[config.mk]
export PLATFORM = sky130hd
export DESIGN_NAME = seq_multiplier
export DESIGN_NICKNAME = d
export VERILOG_FILES = /design/src/rtl/seq_mult_pkg.sv /design/src/rtl/seq_mult_abs.sv /design/src/rtl/seq_multiplier.sv
export SDC_FILE = /design/constraint.sdc
export NUM_CORES = 1
export LEC_CHECK = 0
export ABC_AREA = 0
export CAP_MARGIN = 10
export CORE_ASPECT_RATIO = 1.75
export CORE_MARGIN = 3
export CORE_UTILIZATION = 23
export DETAILED_ROUTE_END_ITERATION = 8
export GPL_TIMING_DRIVEN = 0
export PLACE_DENSITY = 0.37
export REMOVE_ABC_BUFFERS = 1
export SYNTH_ARGS = -nofsm -noshare
export SYNTH_HDL_FRONTEND = slang
export SYNTH_SLANG_ARGS = --single-unit
[constraint.sdc]
create_clock -name clk_i -period 6.15 [get_ports clk_i]
set_clock_uncertainty 0.1 [all_clocks]
set_input_delay 1.23 -clock clk_i [delete_from_list [all_inputs] [get_ports clk_i]]
set_output_delay 1.23 -clock clk_i [all_outputs]
set_load 0.01 [all_outputs]
[src/rtl/seq_mult_pkg.sv]
// Shared constants and state encoding for the sequential shift-add multiplier.
// Consumed by seq_multiplier and seq_mult_abs.
package seq_mult_pkg;

  localparam int SEQ_MULT_WIDTH = 32;
  localparam int SEQ_MULT_CNT_W = $clog2(SEQ_MULT_WIDTH + 1);

  typedef enum logic [1:0] {
    S_IDLE = 2'd0,
    S_RUN  = 2'd1,
    S_DONE = 2'd2
  } state_e;

endpackage

[src/rtl/seq_mult_abs.sv]
// Conditional two's-complement negate: yields the magnitude of an operand when
// i_neg flags a negative value, and applies the sign correction to the product.
module seq_mult_abs
  import seq_mult_pkg::*;
#(
  parameter int W = SEQ_MULT_WIDTH
) (
  input  logic [W-1:0] i_val,
  input  logic         i_neg,
  output logic [W-1:0] o_val
);

  assign o_val = i_neg ? (~i_val + W'(1)) : i_val;

endmodule

[src/rtl/seq_multiplier.sv]
// Multi-cycle shift-add multiplier with a start/busy/done handshake.
// Optional build macro SEQ_MULT_EARLY_TERM_EN: leave RUN once the multiplier is exhausted.
module seq_multiplier
  import seq_mult_pkg::*;
#(
  parameter int WIDTH = SEQ_MULT_WIDTH
) (
  input  logic             clk_i,
  input  logic             rst_i,
  input  logic             start_i,
  input  logic             signed_i,
  input  logic [WIDTH-1:0] src1_i,
  input  logic [WIDTH-1:0] src2_i,
  output logic             busy_o,
  output logic             done_o,
  output logic [WIDTH-1:0] hi_o,
  output logic [WIDTH-1:0] lo_o
);

  localparam int PW    = 2 * WIDTH;
  localparam int CNT_W = $clog2(WIDTH + 1);

  state_e             r_state;
  logic               r_busy;
  logic               r_done;
  logic               r_sign;
  logic [CNT_W-1:0]   r_cnt;
  logic [PW-1:0]      r_acc;
  logic [PW-1:0]      r_mcand;
  logic [WIDTH-1:0]   r_mplier;
  logic [WIDTH-1:0]   r_hi;
  logic [WIDTH-1:0]   r_lo;

  logic               w_neg1;
  logic               w_neg2;
  logic [WIDTH-1:0]   w_mag1;
  logic [WIDTH-1:0]   w_mag2;
  logic [PW-1:0]      w_prod;
  logic               w_accept;
  logic               w_last;

  assign w_neg1   = signed_i & src1_i[WIDTH-1];
  assign w_neg2   = signed_i & src2_i[WIDTH-1];
  assign w_accept = start_i && ((r_state == S_IDLE) || (r_state == S_DONE));

  seq_mult_abs #(.W(WIDTH)) u_abs_src1 (
    .i_val (src1_i),
    .i_neg (w_neg1),
    .o_val (w_mag1)
  );

  seq_mult_abs #(.W(WIDTH)) u_abs_src2 (
    .i_val (src2_i),
    .i_neg (w_neg2),
    .o_val (w_mag2)
  );

  // The magnitude product is at most 2^(2*WIDTH-2), so negating it is exact.
  seq_mult_abs #(.W(PW)) u_abs_prod (
    .i_val (r_acc),
    .i_neg (r_sign),
    .o_val (w_prod)
  );

  always_comb begin
    // NOTE: default first so every path assigns w_last and no latch is inferred.
    w_last = 1'b0;
    if (r_cnt == CNT_W'(WIDTH)) begin
      w_last = 1'b1;
    end
`ifdef SEQ_MULT_EARLY_TERM_EN
    else if ((r_cnt != '0) && (r_mplier == '0)) begin
      w_last = 1'b1;
    end
`endif
  end

  // NOTE: state registers use non-blocking assignments so every flop samples
  // pre-edge values regardless of statement order.
  always_ff @(posedge clk_i) begin
    if (rst_i) begin
      r_state  <= S_IDLE;
      r_busy   <= 1'b0;
      r_done   <= 1'b0;
      r_sign   <= 1'b0;
      r_cnt    <= '0;
      r_acc    <= '0;
      r_mcand  <= '0;
      r_mplier <= '0;
      r_hi     <= '0;
      r_lo     <= '0;
    end else begin
      case (r_state)
        S_IDLE, S_DONE: begin
          r_done <= 1'b0;
          if (w_accept) begin
            r_mcand  <= {{WIDTH{1'b0}}, w_mag1};
            r_mplier <= w_mag2;
            r_sign   <= w_neg1 ^ w_neg2;
            r_acc    <= '0;
            r_cnt    <= '0;
            r_busy   <= 1'b1;
            r_state  <= S_RUN;
          end else begin
            r_state  <= S_IDLE;
          end
        end

        S_RUN: begin
          if (w_last) begin
            r_hi    <= w_prod[PW-1:WIDTH];
            r_lo    <= w_prod[WIDTH-1:0];
            r_done  <= 1'b1;
            r_busy  <= 1'b0;
            r_state <= S_DONE;
          end else begin
            if (r_mplier[0]) begin
              r_acc <= r_acc + r_mcand;
            end
            r_mcand  <= r_mcand << 1;
            r_mplier <= r_mplier >> 1;
            r_cnt    <= r_cnt + CNT_W'(1);
          end
        end

        default: begin
          r_busy  <= 1'b0;
          r_done  <= 1'b0;
          r_state <= S_IDLE;
        end
      endcase
    end
  end

  assign busy_o = r_busy;
  assign done_o = r_done;
  assign hi_o   = r_hi;
  assign lo_o   = r_lo;

endmodule

# After elaboration in Yosys (flattened, before gate mapping)
# Cells that the tools add are included.
[op_classes]
add_sub_neg = 5
n_eq_ne = 7
n_mux = 23
bitwise_logic = 7
n_reduce_logical = 11
[op_table]
columns = ["operator", "n"]
rows = [
  ["two-way mux 64 bit", 6],
  ["case mux 64 bit (2 select lines)", 2],
  ["two-way mux 32 bit", 4],
  ["adder 32 x 1 -> 32 bit (second input constant)", 2],
  ["adder 64 x 1 -> 64 bit (second input constant)", 1],
  ["adder 64 bit", 1],
  ["inverter 32 bit", 2],
  ["inverter 64 bit", 1],
  ["case mux 32 bit (2 select lines)", 1],
  ["two-way mux 6 bit", 2],
  ["case mux 6 bit (2 select lines)", 1],
  ["inequality test 2 bit (second input constant)", 4],
  ["adder 6 x 1 -> 6 bit (second input constant)", 1],
  ["== test 6 bit (second input constant)", 1],
  ["AND reduction 2 bit", 3],
  ["two-way mux 1 bit", 4],
  ["case mux 2 bit (2 select lines)", 1],
  ["AND reduction 4 bit", 1],
  ["OR reduction 2 bit", 2],
  ["AND reduction 3 bit", 1],
  ["AND 1 bit", 2],
  ["== test 2 x 1 -> 1 bit (second input constant)", 1],
  ["== test 2 bit (second input constant)", 1],
  ["zero test 2 bit", 1],
  ["other kinds (7)", 7],
]
[word_totals]
regBits = 235
in_bits = 68
output_inout_bits = 66
elab_cells = 63

# Logic depth before layout (Yosys ltp)
# Gate-level depths: netlist of the first run.
[logic_depth]
ltp_word = 5
mapped_depth = 14
depth_no_buf = 14

# Hierarchy
# From an unflattened synthesis of the first run, not the netlist that was laid out.
[unflattened]
cells_unflattened = 1900
hier_area_um2 = 15212.1
[modules_own_cells]
columns = ["mod", "n_inst", "cells_each", "area_per_inst_um2", "seq_area_each_um2"]
rows = [
  ["seq_multiplier", 1, 1505, 12127.9, 4704.5],
  ["seq_mult_abs (u_abs_src1 ...)", 2, 99, 777.0, 0.0],
  ["seq_mult_abs (u_abs_prod)", 1, 197, 1530.2, 0.0],
]

# Worst setup path before layout of the first run
# No wires, ideal clock.
[synth_path]
path_type = "input to register"
from = "input port src1_i[1]"
to = "register r_mcand[25]"
arrival_ps = 3415
t_required_ps = 5922
setup_slack_ps = 2508
path_stages = 10
n_path_buf = 0
cell_sequence = "or4_1 > nor4_1 > nand3b_1 > nor3_1 > nand2_1 > o31ai_1 > xor2_1 > a211oi_1 > a21oi_1 > nor2_1"
[synth_via]
elab_chain_len = 5
[synth_lines]
columns = ["item", "line", "source"]
rows = [
  ["start, declared", "seq_multiplier.sv:12", "input logic [WIDTH-1:0] src1_i,"],
  ["inverter 32 bit", "seq_mult_abs.sv:13", "assign o_val = i_neg ? (~i_val + W'(1)) : i_val;"],
  ["adder 32 x 1 -> 32 bit", "seq_mult_abs.sv:13", ""],
  ["two-way mux 32 bit", "seq_mult_abs.sv:13", ""],
  ["two-way mux 64 bit", "seq_multiplier.sv:96", "if (w_accept) begin"],
  ["case mux 64 bit (2 select lines)", "seq_multiplier.sv:93", "case (r_state)"],
  ["end signal, assigned", "seq_multiplier.sv:97", "r_mcand <= {{WIDTH{1'b0}}, w_mag1};"],
  ["end signal, assigned", "seq_multiplier.sv:120", "r_mcand <= r_mcand << 1;"],
  ["end, declared", "seq_multiplier.sv:29", "logic [PW-1:0] r_mcand;"],
]
# No other way between the ends. The select of a mux whose other input is x is not followed.
# A chain may end at the register's enable or synchronous reset.

# Final worst setup path of the first run
[layout_path]
from = "register r_mcand[0]"
to = "register r_acc[42]"
[layout_via]
elab_chain_len = 4
[layout_lines]
columns = ["item", "line", "source"]
rows = [
  ["adder 64 bit", "seq_multiplier.sv:118", "r_acc <= r_acc + r_mcand;"],
  ["two-way mux 64 bit", "seq_multiplier.sv:117", "if (r_mplier[0]) begin"],
  ["two-way mux 64 bit", "seq_multiplier.sv:110", "if (w_last) begin"],
  ["case mux 64 bit (2 select lines)", "seq_multiplier.sv:93", ""],
  ["end signal, assigned", "seq_multiplier.sv:118", ""],
  ["end, declared", "seq_multiplier.sv:28", "logic [PW-1:0] r_acc;"],
]
# No other way between the ends. The select of a mux whose other input is x is not followed.

==> qor.txt, run 1 <==
========================================================================================================
Max Freq ..................................................................................    0.214 GHz
Hold slack final ..........................................................................       352 ps
Starting density of the core ..............................................................        0.234
Worst Hold Path EP ........................................................................  r_mplier[1]
Post-CTS clock slew at the launch and capture registers of the worst setup and hold paths .        60 ps
Ports .....................................................................................          134
Layout cell share with drive strength beyond 1 ............................................       0.0488
Post-synth top flop ....................................................................... sky130_fd_sc_hd__dfxtp_1
Number of antenna-violating nets in the routed design .....................................            0
Synth-to-layout area growth ...............................................................        22.4%
Max-cap violations ........................................................................            0
Clock tree from TritonCTS .................................................................         done
TritonCTS buffer count ....................................................................           29
Global routing usage summed across all routing layers .....................................        0.150
Hold path depth ...........................................................................            2
Asr flop ratio synth ......................................................................            0
Sequential cell area ......................................................................  0.00471 mm²
Clk pwr share .............................................................................        0.458
Half-perimeter wire length after placement ................................................     38700 µm
Setup repair after global routing missed its margin .......................................           no
Crit end category .........................................................................     register
Endpoint of the worst-slack reg-to-reg timing path ........................................    r_acc[42]
Residual overflow from global routing .....................................................            0
CTS H-tree depth ..........................................................................            1
# setup viols final .......................................................................            0
Core footprint ............................................................................   0.0616 mm²
Number of instances in the synthesized netlist ............................................         1841
Global-route wire length before repair ....................................................     79100 µm
DRC viols .................................................................................            0
Startpoint of the worst setup timing path .................................................   r_mcand[0]
Average wire length per cell after detail routing .........................................      18.5 µm
Proportion of power drawn by combinational gates ..........................................        0.145
Number of hold-repair buffers added at the cts stage ......................................            0
Sw Ratio ..................................................................................        0.277
Total of cells resized after clock tree synthesis .........................................            0
Root buffer selected by CTS ............................................................... sky130_fd_sc_hd__clkbuf_16
Cell depth of the worst flop-to-flop path .................................................           14
Element type at the critical path start ...................................................     register
Via density per instance ..................................................................         4.93
Final max-slew violation count ............................................................            0
Final hold violation count ................................................................            0
Launch instance of the worst min-delay path ...............................................  r_mplier[1]
Data arrival, critical path ...............................................................      5010 ps
Number of global-route vias before repair .................................................        13.4k
Count of distinct cell types in the synthesized netlist ...................................           63
Count of flip-flops with a built-in enable after synthesis ................................            0
Switching power summed over all nets ......................................................    0.00113 W
Int Pwr ...................................................................................    0.00295 W
Maximum clock path buffer count ...........................................................            3
DRT iter0 DRCs ............................................................................          524
Die span in x .............................................................................       195 µm
WL final ..................................................................................     50400 µm
Pin count of the biggest net entering global routing ......................................          111
Worst IR Drop VDD .........................................................................       194 µV
Per-instance average area after synthesis .................................................     7.82 µm²
Data required time of the critical path ...................................................      6480 ps
Launch instance of the worst register-to-register path ....................................   r_mcand[0]
Power density cells .......................................................................   231 mW/mm²
Core Rows .................................................................................          120
Overall die area ..........................................................................   0.0657 mm²
Worst-case headroom to the max-slew limit .................................................        0.270
Reg-to-reg slack, setup ...................................................................      1470 ps
Port Buffer Count .........................................................................          133
Combined area of all synthesized cells ....................................................   0.0144 mm²
Clock latency of the later-clocked register in the worst-skew pair ........................       580 ps
Count of vias placed by the detailed router ...............................................        13.4k
Tightest Pin Transition ...................................................................      1090 ps
Reg power frac ............................................................................        0.397
Tmin final ................................................................................      4680 ps
Number of setup buffers added after CTS ...................................................            0
Synth warnings ............................................................................            0
Worst setup path class ....................................................................      reg2reg
Vertical die dimension ....................................................................       337 µm
Utilization of the core after routing .....................................................        0.286
Final Net Count ...........................................................................         2042
Clock Sinks ...............................................................................          235
Portion of the post-synthesis area used by sequential elements ............................        0.327
Post-route fraction of the period consumed by the critical path ...........................        0.760
Run status ................................................................................ complete, no violations
Number of fillers in the final layout .....................................................         6773
RePlAce Congestion ........................................................................        0.816
Antenna diode count .......................................................................            0
Total iterations of the first detailed-routing run ........................................            5
Area of the multi-input gates .............................................................  0.00921 mm²
Worst hold-check path type ................................................................      reg2reg
Leakage power of the design ...............................................................      6.75 nW
Number of synthesized register bits .......................................................          235
Initial antenna violation count ...........................................................            0
Peak fanout along the critical path .......................................................            5
========================================================================================================
## sequential cells by signal, summed over array words and instances (netlist names)
register / flops
r_acc: 64
r_mcand: 64
hi_o: 32
lo_o: 32
r_mplier: 32
r_cnt: 6
r_state: 2
busy_o: 1
done_o: 1
r_sign: 1
## cell type report
cell class	instances	share of cell area
clock buffers	40	0.0470
clock inverters	14	0.0116
inverters	29	0.00618
multi-input cells	1466	0.523
flip-flops and latches	235	0.267
well taps	793	0.0563
repair buffers	144	0.0887
## layer usage
layer | GRT usage | wire length (µm) | vias up
met5 | 0 | 0 | -
met4 | 0.0536 | 1790 | 0
met3 | 0.0272 | 2300 | 67
met2 | 0.290 | 26500 | 242
met1 | 0.161 | 19700 | 6279
li1 | - | - | 6835
## through the flow
step / instance area (µm²) / std cells / TNS [ps] / power [W] / worst slack [ps]
5_1_grt: 17600 / 2721 / 0 / 0.00427 / 1080
3_3_place_gp: 16300 / 2656 / -1271200 / 0.00224 / -8090
3_5_place_dp: 16600 / 2667 / 0 / 0.00225 / 917
6_report: 17600 / 2721 / 0 / 0.00407 / 1470
2_1_floorplan: 14000 / 1730 / -185810 / 0.00201 / -2400
4_1_cts: 17600 / 2721 / 0 / 0.00416 / 1360
## cells in the final DEF, fill, tap and decap left out, drive strengths merged, types with 40 or more instances in the layout
cell type | synthesis | layout
nand2 | 171 | 171
o21ai | 107 | 107
ha | 68 | 68
a211oi | 90 | 90
a21oi | 173 | 173
clkdlybuf4s50 | 0 | 132
xnor2 | 61 | 61
nor2 | 246 | 246
xor2 | 108 | 108
dfxtp | 235 | 235
clkbuf | 105 | 40
## worst max-delay path by stage
stage	slack [ps]	endpoint	depth (start not counted)
after global routing	1080	r_acc[42]	14
final	1470	r_acc[42]	14
after floorplan	-2400	r_acc[63]	6
after global placement	-8090	r_acc[60]	5
after CTS	1360	r_acc[42]	14
after detailed placement	920	r_acc[63]	8
## Yosys cell counts (all sizes together), types with 17 or more instances
cell type / instances / area (µm²)
xor2: 108 / 946
o21ai: 107 / 536
a22oi: 25 / 188
clkbuf: 105 / 394
a22o: 34 / 298
inv: 29 / 109
nand3: 30 / 155
a21oi: 173 / 866
nand2: 171 / 642
nand4: 18 / 113
nor2: 246 / 923
ha: 68 / 851
a21o: 39 / 293
dfxtp: 235 / 4700
o41ai: 17 / 156
nor3: 38 / 190
xnor2: 61 / 534
o31ai: 28 / 215
or3: 39 / 264
a211oi: 90 / 676
## cell families (layout without fill, tap and decap cells)
group           count (synthesis)  in the layout  synth area share
mux                             3              3           0.00209
compound gates                603            603             0.274
fa+ha+maj                      69             69            0.0605
buf+inv                       140            227            0.0365
flops                         235            235             0.327
xor+xnor                      169            169             0.103
simple gates                  622            622             0.198
## power groups by stage
stage / clock network (W) / registers [W] / logic (W)
after floorplan: 0 / 0.00164 / 0.000370
after global placement: 0 / 0.00166 / 0.000589
after detailed placement: 0 / 0.00165 / 0.000600
after CTS: 0.00194 / 0.00162 / 0.000602
after global routing: 0.00199 / 0.00162 / 0.000664
final: 0.00187 / 0.00162 / 0.000590
## worst max-delay path, stage by stage, from the launching register on
cell,delay (ps)
sky130_fd_sc_hd__dfxtp_1,510
sky130_fd_sc_hd__ha_1,230
sky130_fd_sc_hd__inv_1,50
sky130_fd_sc_hd__fa_1,370
sky130_fd_sc_hd__nor2b_1,240
sky130_fd_sc_hd__o31a_1,220
sky130_fd_sc_hd__nor3_1,60
sky130_fd_sc_hd__o31ai_1,690
sky130_fd_sc_hd__o21ai_0,430
sky130_fd_sc_hd__o31a_1,430
sky130_fd_sc_hd__o21ai_0,410
sky130_fd_sc_hd__a41oi_1,270
sky130_fd_sc_hd__o21ai_0,260
sky130_fd_sc_hd__xnor2_1,150
sky130_fd_sc_hd__o21ai_0,90
Power figures use the tool's default switching activity.
==> run 2: changes to the inputs <==
--- a/config.mk
+++ b/config.mk
@@ -12,7 +12,7 @@
 export CORE_UTILIZATION = 23
 export DETAILED_ROUTE_END_ITERATION = 8
 export GPL_TIMING_DRIVEN = 0
-export PLACE_DENSITY = 0.37
+export PLACE_DENSITY = 0.38
 export REMOVE_ABC_BUFFERS = 1
 export SYNTH_ARGS = -nofsm -noshare
 export SYNTH_HDL_FRONTEND = slang
==> constraint.sdc (replaced) <==
create_clock -name clk_i -period 3.8 [get_ports clk_i]
set_clock_uncertainty 0.1 [all_clocks]
set_input_delay 0.76 -clock clk_i [delete_from_list [all_inputs] [get_ports clk_i]]
set_output_delay 0.76 -clock clk_i [all_outputs]
set_load 0.01 [all_outputs]
==> qor.txt, run 2 (synthesis gave the netlist of run 1 again) <==
========================================================================================================
Run status ................................................................................ complete, no violations
RePlAce Congestion ........................................................................        0.840   +2.9%
Tmin final ................................................................................      3700 ps   -974 ps
Average wire length per cell after detail routing .........................................      18.4 µm   -0.47%
Most common library cell in the layout ignoring fill and taps ............................. sky130_fd_sc_hd__nor2_1
Final Net Count ...........................................................................         2047   +0.24%
Maximum clock path buffer count ...........................................................            3   unchanged
Layout cell share with drive strength beyond 1 ............................................       0.0634   +0.0146
Global routing usage summed across all routing layers .....................................        0.147   -0.00260
Worst IR Drop VDD .........................................................................       312 µV   +61%
Worst hold-check path type ................................................................      reg2reg
Peak fanout along the critical path .......................................................            7   +2
Cells after DPL ...........................................................................         2667   unchanged
Worst Setup Slack, final ..................................................................      97.6 ps   -1380 ps
Clock latency of the later-clocked register in the worst-skew pair ........................       550 ps   -30 ps
TritonCTS buffer count ....................................................................           27   -6.9%
Max-cap violations ........................................................................            0   unchanged
Synth-to-layout area growth ...............................................................        23.3%
Setup repair after global routing missed its margin .......................................          yes
Critical path, cell by cell ............................................................... or4_4 > or3_4 > or3_4 > or2_4 > or3_4 > or3_4 > or2_4 > o41ai_4 > xor2_1 > a211oi_1
Power density cells .......................................................................   353 mW/mm²   +52%
Data required time of the critical path ...................................................      4160 ps   -2320 ps
Initial antenna violation count ...........................................................            0   unchanged
Final max-slew violation count ............................................................            0   unchanged
Max stage delay cell, worst path .......................................................... sky130_fd_sc_hd__or4_4
Post-route total power ....................................................................    0.00626 W   +54%
Element type at the critical path start ...................................................     register
Post-route non-filler standard cell count .................................................         2718   -0.11%
Final hold violation count ................................................................            0   unchanged
Number of antenna-violating nets in the routed design .....................................            0   unchanged
Most frequent cells in the layout ......................................................... sky130_fd_sc_hd__nor2_1, sky130_fd_sc_hd__dfxtp_1, sky130_fd_sc_hd__a21oi_1
# setup viols final .......................................................................            0   unchanged
Overall die area ..........................................................................   0.0657 mm²   unchanged
Antenna diode count .......................................................................            0   unchanged
Pin count of the biggest net entering global routing ......................................          123   +11%
Vertical die dimension ....................................................................       337 µm   unchanged
Via density per instance ..................................................................         4.93   about the same
Total iterations of the first detailed-routing run ........................................            4   -1
Port Buffer Count .........................................................................          133   unchanged
Utilization of the core after routing .....................................................        0.288   +0.00215
Post-CTS clock slew at the launch and capture registers of the worst setup and hold paths .        60 ps   about the same
Core Rows .................................................................................          120   unchanged
Crit path largest cell delay ..............................................................       560 ps   -130 ps
Starting density of the core ..............................................................        0.234   unchanged
Most common cell type on the critical path ................................................ sky130_fd_sc_hd__or3_4
Clock Sinks ...............................................................................          235   unchanged
Crit end category .........................................................................     register
Hold slack final ..........................................................................       358 ps   +6.24 ps
Residual overflow from global routing .....................................................            0   unchanged
Worst setup path class ....................................................................      reg2reg
Worst-case headroom to the max-slew limit .................................................        0.239   -0.0318
Cell family with most CP delay ............................................................ simple AND/OR/NAND/NOR gates
Half-perimeter wire length after placement ................................................     38100 µm   -1.6%
DRT iter0 DRCs ............................................................................          467   -11%
Number of global-route vias before repair .................................................        13.5k   +0.67%
Global-route wire length before repair ....................................................     77900 µm   -1.5%
WL final ..................................................................................     50100 µm   -0.58%
Count of vias placed by the detailed router ...............................................        13.4k   -0.21%
DRC viols .................................................................................            0   unchanged
Root buffer selected by CTS ............................................................... sky130_fd_sc_hd__clkbuf_16
Tightest Pin Transition ...................................................................      1130 ps   +41.2 ps
Post-route fraction of the period consumed by the critical path ...........................        0.974   +0.214
Worst setup slack after placement .........................................................     -1060 ps   -1980 ps
Regs by FF count .......................................................................... r_acc x64, r_mcand x64
CTS H-tree depth ..........................................................................            1   unchanged
Max Freq ..................................................................................    0.270 GHz   +26%
Clock tree from TritonCTS .................................................................         done
Leakage power of the design ...............................................................      6.77 nW   +0.29%
Count of buffering cells on the critical path with inverters included .....................            0   -1
Core footprint ............................................................................   0.0616 mm²   unchanged
Die span in x .............................................................................       195 µm   unchanged
Ports .....................................................................................          134   unchanged
Data arrival, critical path ...............................................................      4060 ps   -950 ps
========================================================================================================
run 2: path summary, 6_finish.rpt:
kind	from	endpoint	slack (ps)	cells after the start
worst min register to register	r_mplier[1]	r_mplier[1]	360	2
worst max-delay path	r_acc[13]	hi_o[27]	100	10
worst max register to register	r_acc[13]	hi_o[27]	100	10
worst min-delay path	r_mplier[1]	r_mplier[1]	360	2
run 2: final cells by class:
type	count	area (µm²)
Fill cell	6708	43800
Multi-Input combinational cell	1467	9420
Sequential cell	235	4710
Timing Repair Buffer	150	1640
Tap cell	793	992
Clock buffer	38	787
Inverter	29	109
Clock inverter	6	83.8
run 2: worst min-delay path: stages (launching register included):
cell	delay [ps]
sky130_fd_sc_hd__dfxtp_1	310
sky130_fd_sc_hd__nand2_1	50
sky130_fd_sc_hd__a21oi_1	50
run 2: repair_timing:
item / 4_1_cts / 5_1_grt
resized for setup: 19 / 30
setup endpoints to repair: 53 / 47
buffers inserted: 1 / 5
endpoints found under the hold margin: 0 / 0
pin swaps: 2 / 6
gates cloned: 0 / 1
hold buffers: 0 / 0
run 2: power by group:
part           leakage [nW]  switching (W)  internal (W)  total [W]
sequential             1.91      0.0000706       0.00254    0.00261
clock                 0.432        0.00110       0.00156    0.00266
combinational          4.43       0.000597      0.000388   0.000986
total                  6.77        0.00176       0.00449    0.00626
run 2: routing by layer:
layer  part of all wire  global-route usage
met5                  0                   0
met4              0.033              0.0534
met3              0.039              0.0229
met2               0.52               0.282
met1               0.41               0.163
run 2: through the flow:
stage	instance area [µm²]	TNS [ps]
floorplan	14000	-629960
global placement	16300	-1810830
detailed placement	16600	-37790
CTS	17600	0
global route	17700	-33.0
finish	17700	0
==> run 3: changes to the inputs <==
--- a/config.mk
+++ b/config.mk
@@ -6,6 +6,7 @@
 export NUM_CORES = 1
 export LEC_CHECK = 0
 export ABC_AREA = 0
+export ABC_CLOCK_PERIOD_IN_PS = 3800
 export CAP_MARGIN = 10
 export CORE_ASPECT_RATIO = 1.75
 export CORE_MARGIN = 3
@@ -14,6 +15,7 @@
 export GPL_TIMING_DRIVEN = 0
 export PLACE_DENSITY = 0.38
 export REMOVE_ABC_BUFFERS = 1
+export SKIP_LAST_GASP = 1
 export SYNTH_ARGS = -nofsm -noshare
 export SYNTH_HDL_FRONTEND = slang
 export SYNTH_SLANG_ARGS = --single-unit
==> qor.txt, run 3 (synthesis gave the netlist of run 1 again) <==
========================================================================================================
Average wire length per cell after detail routing .........................................      18.4 µm   about the same
Post-route non-filler standard cell count .................................................         2718   unchanged
Reg-to-reg slack, setup ...................................................................        50 ps   -40 ps
Clock Sinks ...............................................................................          235   unchanged
Data arrival, critical path ...............................................................      4100 ps   +40 ps
Final hold violation count ................................................................            0   unchanged
Via density per instance ..................................................................         4.93   about the same
Total iterations of the first detailed-routing run ........................................            5   +1
Post-route fraction of the period consumed by the critical path ...........................        0.986   +0.0113
Worst-case headroom to the max-slew limit .................................................        0.272   +0.0331
Worst IR Drop VDD .........................................................................       312 µV   about the same
Utilization of the core after routing .....................................................        0.288   -0.000325
Uppermost metal layer occupied by signal nets .............................................         met4
CTS H-tree depth ..........................................................................            1   unchanged
Worst setup slack after placement .........................................................     -1060 ps   unchanged
Clock tree from TritonCTS .................................................................         done
Core Rows .................................................................................          120   unchanged
Cell depth of the worst flop-to-flop path .................................................           10   unchanged
Tightest Pin Transition ...................................................................      1080 ps   -49.3 ps
Max-cap violations ........................................................................            0   unchanged
Sum of met3 wire segment lengths after detailed routing ...................................      2030 µm   +2.8%
Total met2 wirelength after detailed routing ..............................................     26000 µm   -0.40%
Residual overflow from global routing .....................................................            0   unchanged
Worst Setup Slack, final ..................................................................      54.6 ps   -42.9 ps
Launch instance of the worst min-delay path ...............................................  r_mplier[1]
Synth-to-layout area growth ...............................................................        23.2%
Port Buffer Count .........................................................................          133   unchanged
Global-route wire length before repair ....................................................     77900 µm   unchanged
Endpoint of the worst-slack reg-to-reg timing path ........................................     hi_o[27]
Starting density of the core ..............................................................        0.234   unchanged
Data required time of the critical path ...................................................      4150 ps   about the same
WL met1 ...................................................................................     20300 µm   -0.30%
Initial antenna violation count ...........................................................            0   unchanged
WL final ..................................................................................     50000 µm   about the same
Vertical die dimension ....................................................................       337 µm   unchanged
TritonCTS buffer count ....................................................................           27   unchanged
Number of hold-repair buffers added at the cts stage ......................................            0   unchanged
Antenna diode count .......................................................................            0   unchanged
Maximum clock path buffer count ...........................................................            3   unchanged
Pin count of the biggest net entering global routing ......................................          123   unchanged
Die span in x .............................................................................       195 µm   unchanged
Count of vias placed by the detailed router ...............................................        13.4k   +0.0075%
Most common library cell in the layout ignoring fill and taps ............................. sky130_fd_sc_hd__nor2_1
Worst Hold Path EP ........................................................................  r_mplier[1]
Half-perimeter wire length after placement ................................................     38100 µm   unchanged
Setup TNS .................................................................................         0 ps   unchanged
Regs by FF count .......................................................................... r_acc x64, r_mcand x64
DRT iter0 DRCs ............................................................................          463   -0.86%
Setup repair after global routing missed its margin .......................................          yes
Worst setup path class ....................................................................      reg2reg
RePlAce Congestion ........................................................................        0.840   unchanged
Root buffer selected by CTS ............................................................... sky130_fd_sc_hd__clkbuf_16
Element type at the critical path start ...................................................     register
Leakage power of the design ...............................................................      6.76 nW   -0.14%
Hold path depth ...........................................................................            2   unchanged
Most frequent cells in the layout ......................................................... sky130_fd_sc_hd__nor2_1, sky130_fd_sc_hd__dfxtp_1, sky130_fd_sc_hd__a21oi_1
Number of antenna-violating nets in the routed design .....................................            0   unchanged
Crit end category .........................................................................     register
Ports .....................................................................................          134   unchanged
Tmin final ................................................................................      3750 ps   +42.9 ps
Power density cells .......................................................................   353 mW/mm²   +0.13%
Run status ................................................................................ complete, no violations
Number of fillers in the final layout .....................................................         6708   unchanged
# setup viols final .......................................................................            0   unchanged
Overall die area ..........................................................................   0.0657 mm²   unchanged
Post-CTS clock slew at the launch and capture registers of the worst setup and hold paths .        60 ps   about the same
Worst hold-check path type ................................................................      reg2reg
Launch instance of the worst register-to-register path ....................................    r_acc[13]
Peak fanout along the critical path .......................................................            7   unchanged
Max Freq ..................................................................................    0.267 GHz   -1.1%
DRC viols .................................................................................            0   unchanged
Global routing usage summed across all routing layers .....................................        0.147   unchanged
Cells after DPL ...........................................................................         2667   unchanged
Final max-slew violation count ............................................................            0   unchanged
Number of global-route vias before repair .................................................        13.5k   unchanged
Clock latency of the later-clocked register in the worst-skew pair ........................       560 ps   about the same
Layout cell share with drive strength beyond 1 ............................................       0.0623   -0.00104
Final Net Count ...........................................................................         2047   unchanged
Core footprint ............................................................................   0.0616 mm²   unchanged
========================================================================================================
## run 3: cell count changes in the layout (fill, tap and decap cells not counted)
cell	before	now
sky130_fd_sc_hd__dfxtp_1	230	232
sky130_fd_sc_hd__dfxtp_2	4	2
sky130_fd_sc_hd__nor3_2	2	3
sky130_fd_sc_hd__nor3_4	1	0
sky130_fd_sc_hd__o41ai_2	0	1
sky130_fd_sc_hd__o41ai_4	1	0
## run 3: worst max-delay path by stage
stage	to	cells after the start	start	slack, ps
4_1_cts	r_acc[63]	11	r_acc[3]	2
6_report	hi_o[27]	10	r_acc[13]	50
3_5_place_dp	r_acc[42]	14	r_mcand[0]	-1060
3_3_place_gp	r_acc[60]	5	r_state[1]	-10450
5_1_grt	hi_o[27]	10	r_acc[13]	-100
2_1_floorplan	r_acc[63]	6	r_state[1]	-4750
## run 3: worst max-delay path, stage by stage (launching register included)
cell and delay (ps):
sky130_fd_sc_hd__dfxtp_1 390, sky130_fd_sc_hd__or4_4 580, sky130_fd_sc_hd__or3_4 360, sky130_fd_sc_hd__or3_4 390
sky130_fd_sc_hd__or2_4 270, sky130_fd_sc_hd__or3_4 370, sky130_fd_sc_hd__or3_4 370, sky130_fd_sc_hd__or2_4 250
sky130_fd_sc_hd__o41ai_2 230, sky130_fd_sc_hd__xor2_1 110, sky130_fd_sc_hd__a211oi_1 230
## run 3: per-layer routing
metal | global-route usage | vias up
li1 | - | 6853
met1 | 0.163 | 6218
met2 | 0.282 | 258
met3 | 0.0229 | 67
met4 | 0.0534 | 0
met5 | 0 | -
## run 3: layout make-up
cell class                 instances  area, µm²  share of cell area
clock buffer                      38        787              0.0444
tap                              793        992              0.0560
timing repair buffer             150       1640              0.0926
multi-input combinational       1467       9400               0.530
sequential                       235       4710               0.266
inverter                          29        109             0.00614
clock inverter                     6       83.8             0.00473
## run 3: what timing repair did
item / CTS / global route
endpoints found under the setup margin: 53 / 47
resized for setup: 19 / 26
cloned: 0 / 1
pin swaps: 2 / 4
setup buffers: 1 / 5
## run 3: metrics by stage
step                total power, W  instance area (µm²)  hold slack, ps
floorplan                  0.00324                14000             326
global placement           0.00363                16300             346
detailed placement         0.00365                16600             351
CTS                        0.00636                17600             360
global route               0.00657                17700             380
finish                     0.00626                17700             358
## run 3: power breakdown
group	leakage (nW)	switching (W)	internal [W]
Sequential	1.91	0.0000707	0.00254
Clock	0.432	0.00110	0.00156
Combinational	4.42	0.000594	0.000388
